### config.mk
export PLATFORM = sky130hd
export DESIGN_NAME = mp3_spi_slave
export DESIGN_NICKNAME = d
export VERILOG_FILES = /design/src/rtl/mp3_spi_slave.sv
export SDC_FILE = /design/constraint.sdc
export NUM_CORES = 1
export LEC_CHECK = 0
export ABC_AREA = 1
export CORE_MARGIN = 1.5
export CORE_UTILIZATION = 48
export CTS_BUF_LIST = sky130_fd_sc_hd__clkbuf_2
export CTS_CLUSTER_SIZE = 12
export DETAILED_ROUTE_END_ITERATION = 8
export PLACE_DENSITY = 0.66
export SYNTH_ARGS = -nofsm -noshare
export SYNTH_HDL_FRONTEND = slang
export SYNTH_SLANG_ARGS = --single-unit
### constraint.sdc
create_clock -name clk -period 3.2 [get_ports clk]
set_input_delay 0.8 -clock clk [delete_from_list [all_inputs] [get_ports clk]]
set_output_delay 0.8 -clock clk [all_outputs]
set_load 0.01 [all_outputs]
### src/rtl/mp3_spi_slave.sv
// VS10xx-style decoder-side serial slave: SCI command registers plus an SDI byte FIFO.
// Inputs cross through 2-flop synchronizers; DREQ is registered and drops when FIFO space runs short.
module mp3_spi_slave #(
    parameter int FIFO_DEPTH = 16,
    parameter int DREQ_FREE  = 4
) (
    input  logic        clk,
    input  logic        rst,
    input  logic        xRSET,
    input  logic        XCS,
    input  logic        XDCS,
    input  logic        SCLK,
    input  logic        SI,
    output logic        SO,
    output logic        DREQ,
    output logic [15:0] mode_reg,
    output logic [15:0] vol_reg,
    output logic [7:0]  data_out,
    output logic        data_valid,
    input  logic        data_ready,
    output logic        sci_err,
    output logic        overflow
);
    localparam int AW = $clog2(FIFO_DEPTH);

    typedef enum logic [2:0] {IDLE, SCI_OP, SCI_ADDR, SCI_DATA, SCI_WAIT, SDI} state_t;

    logic [4:0]  sync1_q, sync2_q;
    logic        sclk_prev_q;
    state_t      state_q;
    logic [3:0]  cnt_q;
    logic [15:0] sh_q, so_sh_q, mode_q, vol_q, rd_val;
    logic [7:0]  addr_q, push_dat_q;
    logic        wr_q, so_q, err_q, push_q, dreq_q, ovf_q;
    logic [7:0]  mem_q [FIFO_DEPTH];
    logic [AW-1:0] wp_q, rp_q;
    logic [AW:0]   fcnt_q, fcnt_d, free;

    // Synchronizers and edge detect run free so they are settled when reset releases.
    always_ff @(posedge clk) begin
        sync1_q     <= {xRSET, XCS, XDCS, SCLK, SI};
        sync2_q     <= sync1_q;
        sclk_prev_q <= sync2_q[1];
    end

    wire xrset_s = sync2_q[4];
    wire xcs_s   = sync2_q[3];
    wire xdcs_s  = sync2_q[2];
    wire si_s    = sync2_q[0];
    wire rise    = sync2_q[1] & ~sclk_prev_q;
    wire fall    = ~sync2_q[1] & sclk_prev_q;
    wire clr     = rst | ~xrset_s;

    wire [15:0] sh_nxt = {sh_q[14:0], si_s};
    wire        full   = (fcnt_q == (AW+1)'(FIFO_DEPTH));
    wire        pop    = data_valid & data_ready;
    wire        push_ok = push_q & (~full | pop);

    assign free = (AW+1)'(FIFO_DEPTH) - fcnt_q;

    always_comb begin
        rd_val = 16'h0000;
        case (sh_nxt[7:0])
            8'h00:   rd_val = mode_q;
            8'h0B:   rd_val = vol_q;
            default: rd_val = 16'h0000;
        endcase
    end

    always_ff @(posedge clk) begin
        if (clr) begin
            state_q    <= IDLE;
            cnt_q      <= 4'd0;
            sh_q       <= 16'h0000;
            so_sh_q    <= 16'h0000;
            addr_q     <= 8'h00;
            wr_q       <= 1'b0;
            so_q       <= 1'b0;
            mode_q     <= 16'h0800;
            vol_q      <= 16'h0000;
            err_q      <= 1'b0;
            push_q     <= 1'b0;
            push_dat_q <= 8'h00;
            dreq_q     <= 1'b0;
        end else begin
            push_q <= 1'b0;
            dreq_q <= (free >= (AW+1)'(DREQ_FREE)) &&
                      !(wr_q && (state_q == SCI_DATA || state_q == SCI_WAIT));
            case (state_q)
                IDLE: begin
                    cnt_q <= 4'd0;
                    so_q  <= 1'b0;
                    wr_q  <= 1'b0;
                    if (!xcs_s) begin
                        state_q <= SCI_OP;
                        if (!xdcs_s) err_q <= 1'b1;
                    end else if (!xdcs_s) begin
                        state_q <= SDI;
                    end
                end
                SCI_OP, SCI_ADDR, SCI_DATA: begin
                    if (xcs_s) begin
                        state_q <= IDLE;
                    end else if (rise) begin
                        sh_q  <= sh_nxt;
                        cnt_q <= cnt_q + 4'd1;
                        if (state_q == SCI_OP && cnt_q == 4'd7) begin
                            cnt_q <= 4'd0;
                            if (sh_nxt[7:0] == 8'h02 || sh_nxt[7:0] == 8'h03) begin
                                wr_q    <= ~sh_nxt[0];
                                state_q <= SCI_ADDR;
                            end else begin
                                err_q   <= 1'b1;
                                state_q <= SCI_WAIT;
                            end
                        end else if (state_q == SCI_ADDR && cnt_q == 4'd7) begin
                            cnt_q   <= 4'd0;
                            addr_q  <= sh_nxt[7:0];
                            state_q <= SCI_DATA;
                            if (!wr_q) begin
                                so_sh_q <= rd_val;
                                so_q    <= rd_val[15];
                            end
                        end else if (state_q == SCI_DATA && cnt_q == 4'd15) begin
                            if (wr_q && addr_q == 8'h00) mode_q <= sh_nxt;
                            if (wr_q && addr_q == 8'h0B) vol_q  <= sh_nxt;
                            state_q <= SCI_WAIT;
                        end
                    end else if (fall && state_q == SCI_DATA && cnt_q != 4'd0) begin
                        // Hold the MSB through the first data rise; shift only after it.
                        so_sh_q <= {so_sh_q[14:0], 1'b0};
                        so_q    <= so_sh_q[14];
                    end
                end
                SCI_WAIT: begin
                    if (xcs_s) state_q <= IDLE;
                end
                SDI: begin
                    if (xdcs_s) begin
                        state_q <= IDLE;
                    end else if (rise) begin
                        sh_q <= sh_nxt;
                        if (cnt_q == 4'd7) begin
                            cnt_q      <= 4'd0;
                            push_q     <= 1'b1;
                            push_dat_q <= sh_nxt[7:0];
                        end else begin
                            cnt_q <= cnt_q + 4'd1;
                        end
                    end
                end
                default: state_q <= IDLE;
            endcase
        end
    end

    always_comb begin
        fcnt_d = fcnt_q;
        if (push_ok && !pop)      fcnt_d = fcnt_q + (AW+1)'(1);
        else if (!push_ok && pop) fcnt_d = fcnt_q - (AW+1)'(1);
    end

    always_ff @(posedge clk) begin
        if (clr) begin
            wp_q   <= '0;
            rp_q   <= '0;
            fcnt_q <= '0;
            ovf_q  <= 1'b0;
        end else begin
            fcnt_q <= fcnt_d;
            if (push_ok) wp_q <= wp_q + AW'(1);
            if (pop)     rp_q <= rp_q + AW'(1);
            if (push_q && full && !pop) ovf_q <= 1'b1;
        end
    end

    always_ff @(posedge clk) begin
        if (push_ok) mem_q[wp_q] <= push_dat_q;
    end

    assign SO         = so_q;
    assign DREQ       = dreq_q;
    assign mode_reg   = mode_q;
    assign vol_reg    = vol_q;
    assign data_out   = mem_q[rp_q];
    assign data_valid = (fcnt_q != '0);
    assign sci_err    = err_q;
    assign overflow   = ovf_q;
endmodule
# Yosys cells after proc, flatten, opt, wreduce, memory -nomap -nowiden

Memories as Yosys holds them, arrays and structs flattened. A register that Yosys moved wholly into a read port is not among the register bits.
Index checks and enable logic that the tools add are counted.

Bits in registers: 116
Bits of input ports: 8
Memories kept: 1
Output and inout bits: 45
Bits in writable memories: 128
Word-level logic and storage cells: 174

Bitwise gates (word level): 17
Eq/ne operators: 33
Reduce and logical (&&, ||, !) cells: 41
Mux-type cells: 55
$lt $le $gt $ge: 1
$add $sub $neg: 6

Memories:

| memory | words | width | read ports | clocked after memory_dff | wr ports | RTL line | source |
|---|---|---|---|---|---|---|---|
| mem_q  | 16    | 8     | 1          | 1                        | 1        | 35       | `logic [7:0] mem_q [FIFO_DEPTH];` |

Operator list:

| kind                | number |
|---|---|
| $mux 15             | 5 |
| $pmux 16 s2         | 2 |
| $mux 16             | 3 |
| $mux 4              | 9 |
| $mux 3              | 10 |
| $ne 2x2->1 const B  | 13 |
| $reduce_and 7->1    | 3 |
| $reduce_and 5->1    | 4 |
| $mux 1              | 19 |
| $ne 3x3->1 const B  | 6 |
| $eq 8x2->1 const B  | 2 |
| $eq 8x4->1 const B  | 2 |
| $logic_not 8->1     | 2 |
| $logic_and 1x1->1   | 13 |
| $add 4x1->4 const B | 3 |
| $pmux 3 s4          | 1 |
| $pmux 4 s3          | 1 |
| $reduce_and 6->1    | 2 |
| $not 1->1           | 11 |
| $mux 5              | 2 |
| $reduce_bool 2->1   | 4 |
| $eq 3x2->1 const B  | 2 |
| $eq 3x3->1 const B  | 2 |
| $pmux 1 s2          | 3 |
| other kinds (22)    | 29 |

# Longest topological paths before layout

Gate-level depths: netlist of run 1.

Word-level depth: 8
Gate-level depth with buffers: 21
Gate-level depth less buffers: 21

# Worst setup path after synthesis of run 1

No wires, ideal clock.

Kind: register to register
From: register fcnt_q[0]
To: register fcnt_q[4]
Data required time: 3.087 ns
Period minus slack after synthesis: 2.568 ns
Arrival time: 2.456 ns
Slack: 0.632 ns
Buffers on the path: 0
Cell stages (with the launch flop): 21
Cells stage by stage: dfxtp_1 -> nor2_1 -> nand3_1 -> inv_1 -> ha_1 -> inv_1 -> nand2_1 -> nand2_1 -> nand2_1 -> inv_1 -> ha_1 -> inv_1 -> fa_1 -> nand2_1 -> nand2_1 -> a21oi_1 -> nor2_1 -> nor2_1 -> nand2_1 -> nor2_1 -> nor2_1

Word-level cells in the longest chain between the ends: 7
Elaborated cells between the ends (all ways): 15
Classes of those cells: add/sub (2); eq/ne (1); mux (2); bitwise (4); reduce/logical (6)

RTL lines:

| item                               | RTL line | source |
|---|---|---|
| from (decl)                        | 37       | `logic [AW:0] fcnt_q, fcnt_d, free;` |
| from (signal assigned)             | 170      | `fcnt_q <= fcnt_d;` |
| $reduce_bool 5->1 (*)              | 186      | `assign data_valid = (fcnt_q != '0);` |
| via data_valid                     | 19       | `output logic data_valid,` |
| $and 1x1->1 (*)                    | 56       | `wire pop = data_valid & data_ready;` |
| $or 1x1->1                         | 57       | `wire push_ok = push_q & (~full \| pop);` |
| $and 1x1->1                        | 57       |  |
| $logic_not 1->1                    | 160      | `else if (!push_ok && pop) fcnt_d = fcnt_q - (AW+1)'(1);` |
| $logic_and 1x1->1                  | 160      |  |
| $reduce_bool 2->1 (no source line) | --       |  |

Mark *: on every way through the listed nets, which the timed path passes. The rest lies on a longest branch. The select of a mux whose other input is x is not followed.
A chain may end at the register's enable or synchronous reset.

==> Flow_metrics.wiki, run 1 <==
{| class="wikitable"
! Metric !! Value
|-
| Cell count of the worst reg-to-reg path || 19
|-
| Max-cap viol count || 0
|-
| Placed standard-cell area || 11360 um^2
|-
| Final number of hold-violating endpoints || 0
|-
| DR vias/cell || 5.178
|-
| Post-synthesis sequential area ratio || 59.29%
|-
| Number of synthesized register bits || 247
|-
| Slowest library cell on the worst path || sky130_fd_sc_hd__dfxtp_4
|-
| Peak supply drop || 0.0002161 V
|-
| TritonCTS clock tree || done
|-
| Starting density of the core || 49.48%
|-
| Clock latency on the worst-skew pair || 0.84 ns
|-
| DR pass1 iterations || 5
|-
| Vias in the first global route || 7846
|-
| Post-DP HPWL || 14.93 mm
|-
| Final core area utilization || 57.76%
|-
| Maximum buffer depth of the clock tree || 3
|-
| Sort of element at the start of the critical path || flop
|-
| Unique masters post-synth || 32
|-
| Slew at the pin closest to its max-slew limit || 0.8267 ns
|-
| Clock buffer count from CTS || 60
|-
| Total power divided by cell area || 445.6 nW/um^2
|-
| Placeable core area || 21220 um^2
|-
| Number of buffers added to fix hold violations after cts || 0
|-
| Required time at the endpoint of the critical path || 2.40 ns
|-
| Cell count after synthesis || 1188
|-
| Maximum number of pins on one net before global-route repair || 82
|-
| # IOs || 53
|-
| Global router's overall resource usage || 23.14%
|-
| Number of placed instances with taps included || 1486
|-
| Post-layout net count || 1310
|-
| Std-Cell Rows || 53
|-
| Die area || 22770 um^2
|-
| Dominant cells by area after synthesis || sky130_fd_sc_hd__edfxtp_1, sky130_fd_sc_hd__dfxtp_1, sky130_fd_sc_hd__nor2_1
|-
| Routability Congestion || 0.8611
|-
| Yosys Warn Count || 0
|-
| Critical Path, Cell by Cell || buf_12 -> inv_16 -> buf_16 -> buf_12 -> nor2_2 -> nor2_1 -> o21ai_1 -> o211ai_1 -> nand3_1 -> nand2_1 -> buf_2
|-
| Class of the most critical setup path || reg2out
|-
| Initial antenna violation count || 1
|-
| Post-route standard cell area excluding fillers || 12260 um^2
|-
| Most area-hungry cell type in the Yosys netlist || sky130_fd_sc_hd__edfxtp_1
|-
| Top library cells by usage in the layout, fill and taps aside || sky130_fd_sc_hd__nor2_1, sky130_fd_sc_hd__nand2_1, sky130_fd_sc_hd__edfxtp_1, sky130_fd_sc_hd__dfxtp_1, sky130_fd_sc_hd__inv_1
|-
| Layout Area Growth over Synthesis || 16.73%
|-
| Max-slew violations || 0
|-
| Clock skew after layout || 0.07330 ns
|-
| Highest clock frequency the design can meet || 316.7 MHz
|-
| Antenna Violating Nets Remaining || 0
|-
| Port buffer count || 52
|-
| Clock transition time at the flip-flop clock pins of the worst setup and hold paths || 0.11 ns
|-
| Post-route fraction of the period consumed by the critical path || 98.68%
|-
| Proportion of layout cells with a drive suffix above 1 || 13.20%
|-
| RSZ-0062 raised after global routing || yes
|-
| Leakage power figure || 5.201 nW
|-
| DRT Wirelength || 25.56 mm
|-
| Min-delay worst type || reg2reg
|-
| Final-report setup violation count || 0
|-
| Largest register FFs || 128
|-
| Clock root buffer || sky130_fd_sc_hd__clkbuf_2
|-
| Chip width || 150.9 um
|-
| Global-route wire length before repair || 40.61 mm
|-
| Cell type with the highest occurrence count on the critical path || sky130_fd_sc_hd__buf_12
|-
| Cell count of the worst hold path || 0
|-
| Number of design rule violations left after detail routing || 0
|-
| DP Worst Slack || 0.2591 ns
|-
| Detail-routed net length per standard cell || 15.89 um
|-
| Number of vias after detailed routing || 8331
|-
| Max-slew headroom || 44.83%
|-
| Net count after synthesis || 1210
|-
| Synthesized cell area || 10500 um^2
|-
| CP arrival || 2.36 ns
|-
| Clk sinks || 247
|-
| Die Y || 150.9 um
|-
| Run status || finished, final reports clean
|-
| Setup Total Neg Slack || 0 ns
|-
| Final Worst Setup Slack || 0.04213 ns
|-
| Most frequent standard cell in the layout excluding fill and tap cells || sky130_fd_sc_hd__nor2_1
|-
| Peak fanout along the critical path || 10
|-
| Final Critical Period || 3.158 ns
|-
| Area share of the largest cell type after synthesis || 36.61%
|-
| Type of element capturing the critical path || output port
|-
| Maximum level of the CTS H-tree || 2
|-
| Slowest stage delay, CP || 0.40 ns
|-
| Total congestion overflow || 0
|-
| Average size of a mapped cell || 8.838 um^2
|-
| Final Instance Count excl. Fillers || 1609
|-
| Iteration-0 DRC count of the detailed router || 494
|}
==> Yosys cell counts (all sizes together) <==
master  instances
nor2          272
nand2         208
edfxtp        128
dfxtp         119
inv           106
o21ai         106
nand3          69
a21oi          45
clkbuf         33
o211ai         32
buf            25
ha             13
nor3           10
a211oi          8
nand4           6
xor2            3
a31oi           1
and3            1
fa              1
nor3b           1
o21a            1
==> logic make-up after synthesis <==
group	Yosys count	share of synthesized area, %
AO/OA/AOI/OAI	193	10.19
XOR/XNOR	3	0.2503
adder cells (fa/ha/maj)	14	1.740
buffers and inverters	164	6.447
flip-flops	247	59.29
AND/OR/NAND/NOR	567	22.08
==> final cells by class <==
class / count / area [um^2]
Sequential cell: 247 / 6235
Tap cell: 275 / 344.1
Inverter: 106 / 414.1
Antenna cell: 1 / 2.502
Timing Repair Buffer: 96 / 1084
Clock buffer: 85 / 425.4
Fill cell: 1955 / 8964
Clock inverter: 22 / 90.09
Multi-Input combinational cell: 777 / 3662
==> critical path, delay by kind of cell, from the launching register on <==
kind / cells / cell delay, ns
buffers and inverters: 5 / 0.60
AND/OR/NAND/NOR: 4 / 0.30
flip-flops: 1 / 0.40
AO/OA/AOI/OAI: 2 / 0.21
==> per-layer routing <==
metal	share of wire, %	GRT usage (%)	wire (um)	vias up
met4	2.7	8.689	693	0
met5	0	0	0	-
li1	-	-	-	4163
met3	6.2	4.699	1585	57
met1	42	28.55	10640	3855
met2	49	39.95	12650	256
==> where the power goes <==
part	internal, mW	switching, mW
logic	0.0580	0.131
registers	3.31	0.0233
clock network	0.719	1.22
total	4.09	1.37
==> per-stage QoR <==
stage / total power [mW] / hold WS (ns)
2_1_floorplan: 3.534 / 0.3096
3_3_place_gp: 3.595 / 0.3109
3_5_place_dp: 3.597 / 0.3121
4_1_cts: 5.534 / 0.3353
5_1_grt: 5.714 / 0.3439
6_report: 5.462 / 0.3341
==> final timing paths <==
check	startpoint	to	slack (ns)
max	flop	data_out[4]	0.04
min	sync1_q[3]	sync2_q[3]	0.33
max reg2reg	fcnt_q[0]	fcnt_q[4]	0.66
min reg2reg	sync1_q[3]	sync2_q[3]	0.33
==> what timing repair did <==
action                     4_1_cts  5_1_grt
pin swaps                       21        9
cloned                           8        0
gates resized for setup         83       14
setup endpoints to repair        8        8
setup buffers                    7        0
No activity file was read; power rests on OpenSTA's default activity.
==> inputs of run 2 (changes only) <==
--- a/config.mk
+++ b/config.mk
@@ -11,6 +11,7 @@
 export CTS_BUF_LIST = sky130_fd_sc_hd__clkbuf_2
 export CTS_CLUSTER_SIZE = 12
 export DETAILED_ROUTE_END_ITERATION = 8
+export MAX_ROUTING_LAYER = met4
 export PLACE_DENSITY = 0.66
 export SYNTH_ARGS = -nofsm -noshare
 export SYNTH_HDL_FRONTEND = slang
==> run 2 against run 1 <==
  * Sequential share of layout area is the same
  * Global-route usage up 0.65 points
  * Highest routed layer unchanged
  * Combinational power is essentially flat
  * Routed wire length barely moved
  * Critical path type unchanged
  * Largest power group unchanged
  * Clock-buffer cell count did not move
  * First-iteration DRC count fell by 3.8%
==> Flow_metrics.wiki, run 2 (synthesis results as in run 1) <==
{| class="wikitable"
! Metric !! Value
|-
| Run status || finished, final reports clean (unchanged)
|-
| Global-route wire length before repair || 40.55 mm (was 40.61 mm)
|-
| Setup Total Neg Slack || 0 ns (unchanged)
|-
| Largest register FFs || 128 (unchanged)
|-
| Maximum buffer depth of the clock tree || 3 (unchanged)
|-
| Post-DP HPWL || 14.93 mm (unchanged)
|-
| Max-slew violations || 0 (unchanged)
|-
| Peak supply drop || 0.0002187 V (was 0.0002161 V)
|-
| Final Critical Period || 3.157 ns (was 3.158 ns)
|-
| Highest clock frequency the design can meet || 316.7 MHz (about the same)
|-
| Routability Congestion || 0.8750 (was 0.8611)
|-
| # IOs || 53 (unchanged)
|-
| Final-report setup violation count || 0 (unchanged)
|-
| Min-delay worst type || reg2reg (unchanged)
|-
| Total congestion overflow || 0 (unchanged)
|-
| Slowest stage delay, CP || 0.38 ns (was 0.40 ns)
|-
| Std-Cell Rows || 53 (unchanged)
|-
| Type of element capturing the critical path || output port (unchanged)
|-
| Clock root buffer || sky130_fd_sc_hd__clkbuf_2 (unchanged)
|-
| Antenna Violating Nets Remaining || 0 (unchanged)
|-
| DR vias/cell || 5.189 (was 5.178)
|-
| Layout Area Growth over Synthesis || 16.73% (unchanged)
|-
| Final number of hold-violating endpoints || 0 (unchanged)
|-
| TritonCTS clock tree || done (unchanged)
|-
| Maximum number of pins on one net before global-route repair || 82 (unchanged)
|-
| Initial antenna violation count || 1 (unchanged)
|-
| DRT Wirelength || 25.55 mm (was 25.56 mm)
|-
| Worst Hold Margin || 0.3341 ns (about the same)
|-
| DR pass1 iterations || 5 (unchanged)
|-
| Die area || 22770 um^2 (unchanged)
|-
| Chip width || 150.9 um (unchanged)
|-
| Required time at the endpoint of the critical path || 2.40 ns (about the same)
|-
| Clock buffer count from CTS || 60 (unchanged)
|-
| Total power divided by cell area || 445.9 nW/um^2 (was 445.6 nW/um^2)
|-
| Slowest library cell on the worst path || sky130_fd_sc_hd__dfxtp_4 (unchanged)
|-
| Number of vias after detailed routing || 8349 (was 8331)
|-
| Leakage power figure || 5.201 nW (unchanged)
|-
| Sort of element at the start of the critical path || flop (unchanged)
|-
| Peak fanout along the critical path || 12 (was 10)
|-
| Starting density of the core || 49.48% (unchanged)
|-
| Clock transition time at the flip-flop clock pins of the worst setup and hold paths || 0.11 ns (about the same)
|-
| Proportion of layout cells with a drive suffix above 1 || 13.20% (unchanged)
|-
| Die Y || 150.9 um (unchanged)
|-
| Maximum level of the CTS H-tree || 2 (unchanged)
|-
| Clk sinks || 247 (unchanged)
|-
| Max-slew headroom || 43.85% (was 44.83%)
|-
| RSZ-0062 raised after global routing || yes (unchanged)
|-
| Clock skew after layout || 0.07559 ns (was 0.07330 ns)
|-
| Max-cap viol count || 0 (unchanged)
|-
| Clock latency on the worst-skew pair || 0.84 ns (about the same)
|-
| Most frequent standard cell in the layout excluding fill and tap cells || sky130_fd_sc_hd__nor2_1 (unchanged)
|-
| Post-route fraction of the period consumed by the critical path || 98.67% (was 98.68%)
|-
| Post-layout net count || 1310 (unchanged)
|-
| Class of the most critical setup path || reg2out (unchanged)
|-
| Detail-routed net length per standard cell || 15.88 um (was 15.89 um)
|-
| Final core area utilization || 57.76% (unchanged)
|-
| Number of design rule violations left after detail routing || 0 (unchanged)
|-
| CP arrival || 2.36 ns (about the same)
|-
| Top library cells by usage in the layout, fill and taps aside || sky130_fd_sc_hd__nor2_1, sky130_fd_sc_hd__nand2_1, sky130_fd_sc_hd__edfxtp_1, sky130_fd_sc_hd__dfxtp_1, sky130_fd_sc_hd__inv_1 (unchanged)
|-
| Iteration-0 DRC count of the detailed router || 475 (was 494)
|-
| Placeable core area || 21220 um^2 (unchanged)
|-
| Slew at the pin closest to its max-slew limit || 0.8413 ns (was 0.8267 ns)
|-
| Global router's overall resource usage || 23.79% (was 23.14%)
|-
| Port buffer count || 52 (unchanged)
|-
| Vias in the first global route || 7860 (was 7846)
|-
| Critical Path, Cell by Cell || buf_12 -> inv_16 -> buf_16 -> nor2_1 -> nor2_1 -> o21ai_0 -> o211ai_1 -> o211ai_1 -> nand2_1 -> buf_2 (was buf_12 -> inv_16 -> buf_16 -> buf_12 -> nor2_2 -> nor2_1 -> o21ai_1 -> o211ai_1 -> nand3_1 -> nand2_1 -> buf_2)
|}
run 2: cell counts in the layout (fill, tap and decap cells not counted):
No cell type changed its count.
run 2: where the power goes:
part / switching, mW / internal [mW]
combinational: 0.131 / 0.0580
sequential: 0.0232 / 3.31
clock: 1.22 / 0.719
run 2: worst max-delay path: cells and delay by family (launching register included):
family	cells	cell delay, ns
buffers and inverters	4	0.52
and+or+nand+nor	3	0.21
AOI/OAI and AO/OA	3	0.41
DFF	1	0.38
run 2: layout make-up:
class / count / area [um^2]
well taps: 275 / 344.1
flip-flops and latches: 247 / 6235
repair buffers: 96 / 1084
multi-input cells: 777 / 3662
fillers: 1955 / 8964
clock buffers: 85 / 425.4
diodes: 1 / 2.502
inverters: 106 / 414.1
clock inverters: 22 / 90.09
run 2: repair_timing:
action,in CTS,in global routing
gates cloned,8,0
resized for setup,83,14
hold buffers,0,0
pin swaps,21,9
endpoints found under the setup margin,8,8
setup buffers,7,0
run 2: worst paths after layout:
kind | cells after the start | slack, ns | endpoint | from
hold reg to reg | 0 | 0.33 | sync2_q[3] | sync1_q[3]
setup / recovery | 10 | 0.04 | data_out[0] | flop
hold / removal | 0 | 0.33 | sync2_q[3] | sync1_q[3]
setup reg to reg | 19 | 0.66 | fcnt_q[4] | fcnt_q[0]
run 2: routing by layer:
layer / part of all wire [%] / track usage, %
met5: 0 / -
met4: 2.8 / 8.689
met3: 6.1 / 4.639
met2: 49 / 39.91
met1: 42 / 28.53
run 2: per-stage QoR:
| step | worst slack [ns] | cell area, um^2 | instances | total power [mW] |
|---|---|---|---|---|
| after floorplan | 0.6317 | 10500 | 1188 | 3.534 |
| after global placement | 0.2737 | 11360 | 1486 | 3.595 |
| after detailed placement | 0.2591 | 11360 | 1486 | 3.597 |
| after CTS | -0.02423 | 12220 | 1608 | 5.534 |
| after global routing | -0.09876 | 12260 | 1609 | 5.713 |
| final | 0.04258 | 12260 | 1609 | 5.465 |
==> inputs of run 3 (changes only) <==
--- a/config.mk
+++ b/config.mk
@@ -13,6 +13,7 @@
 export DETAILED_ROUTE_END_ITERATION = 8
 export MAX_ROUTING_LAYER = met4
 export PLACE_DENSITY = 0.66
+export SLEW_MARGIN = 15
 export SYNTH_ARGS = -nofsm -noshare
 export SYNTH_HDL_FRONTEND = slang
 export SYNTH_SLANG_ARGS = --single-unit
==> results of run 3 <==
Same layout as run 2: the final DEF is identical, and so are final timing and power.
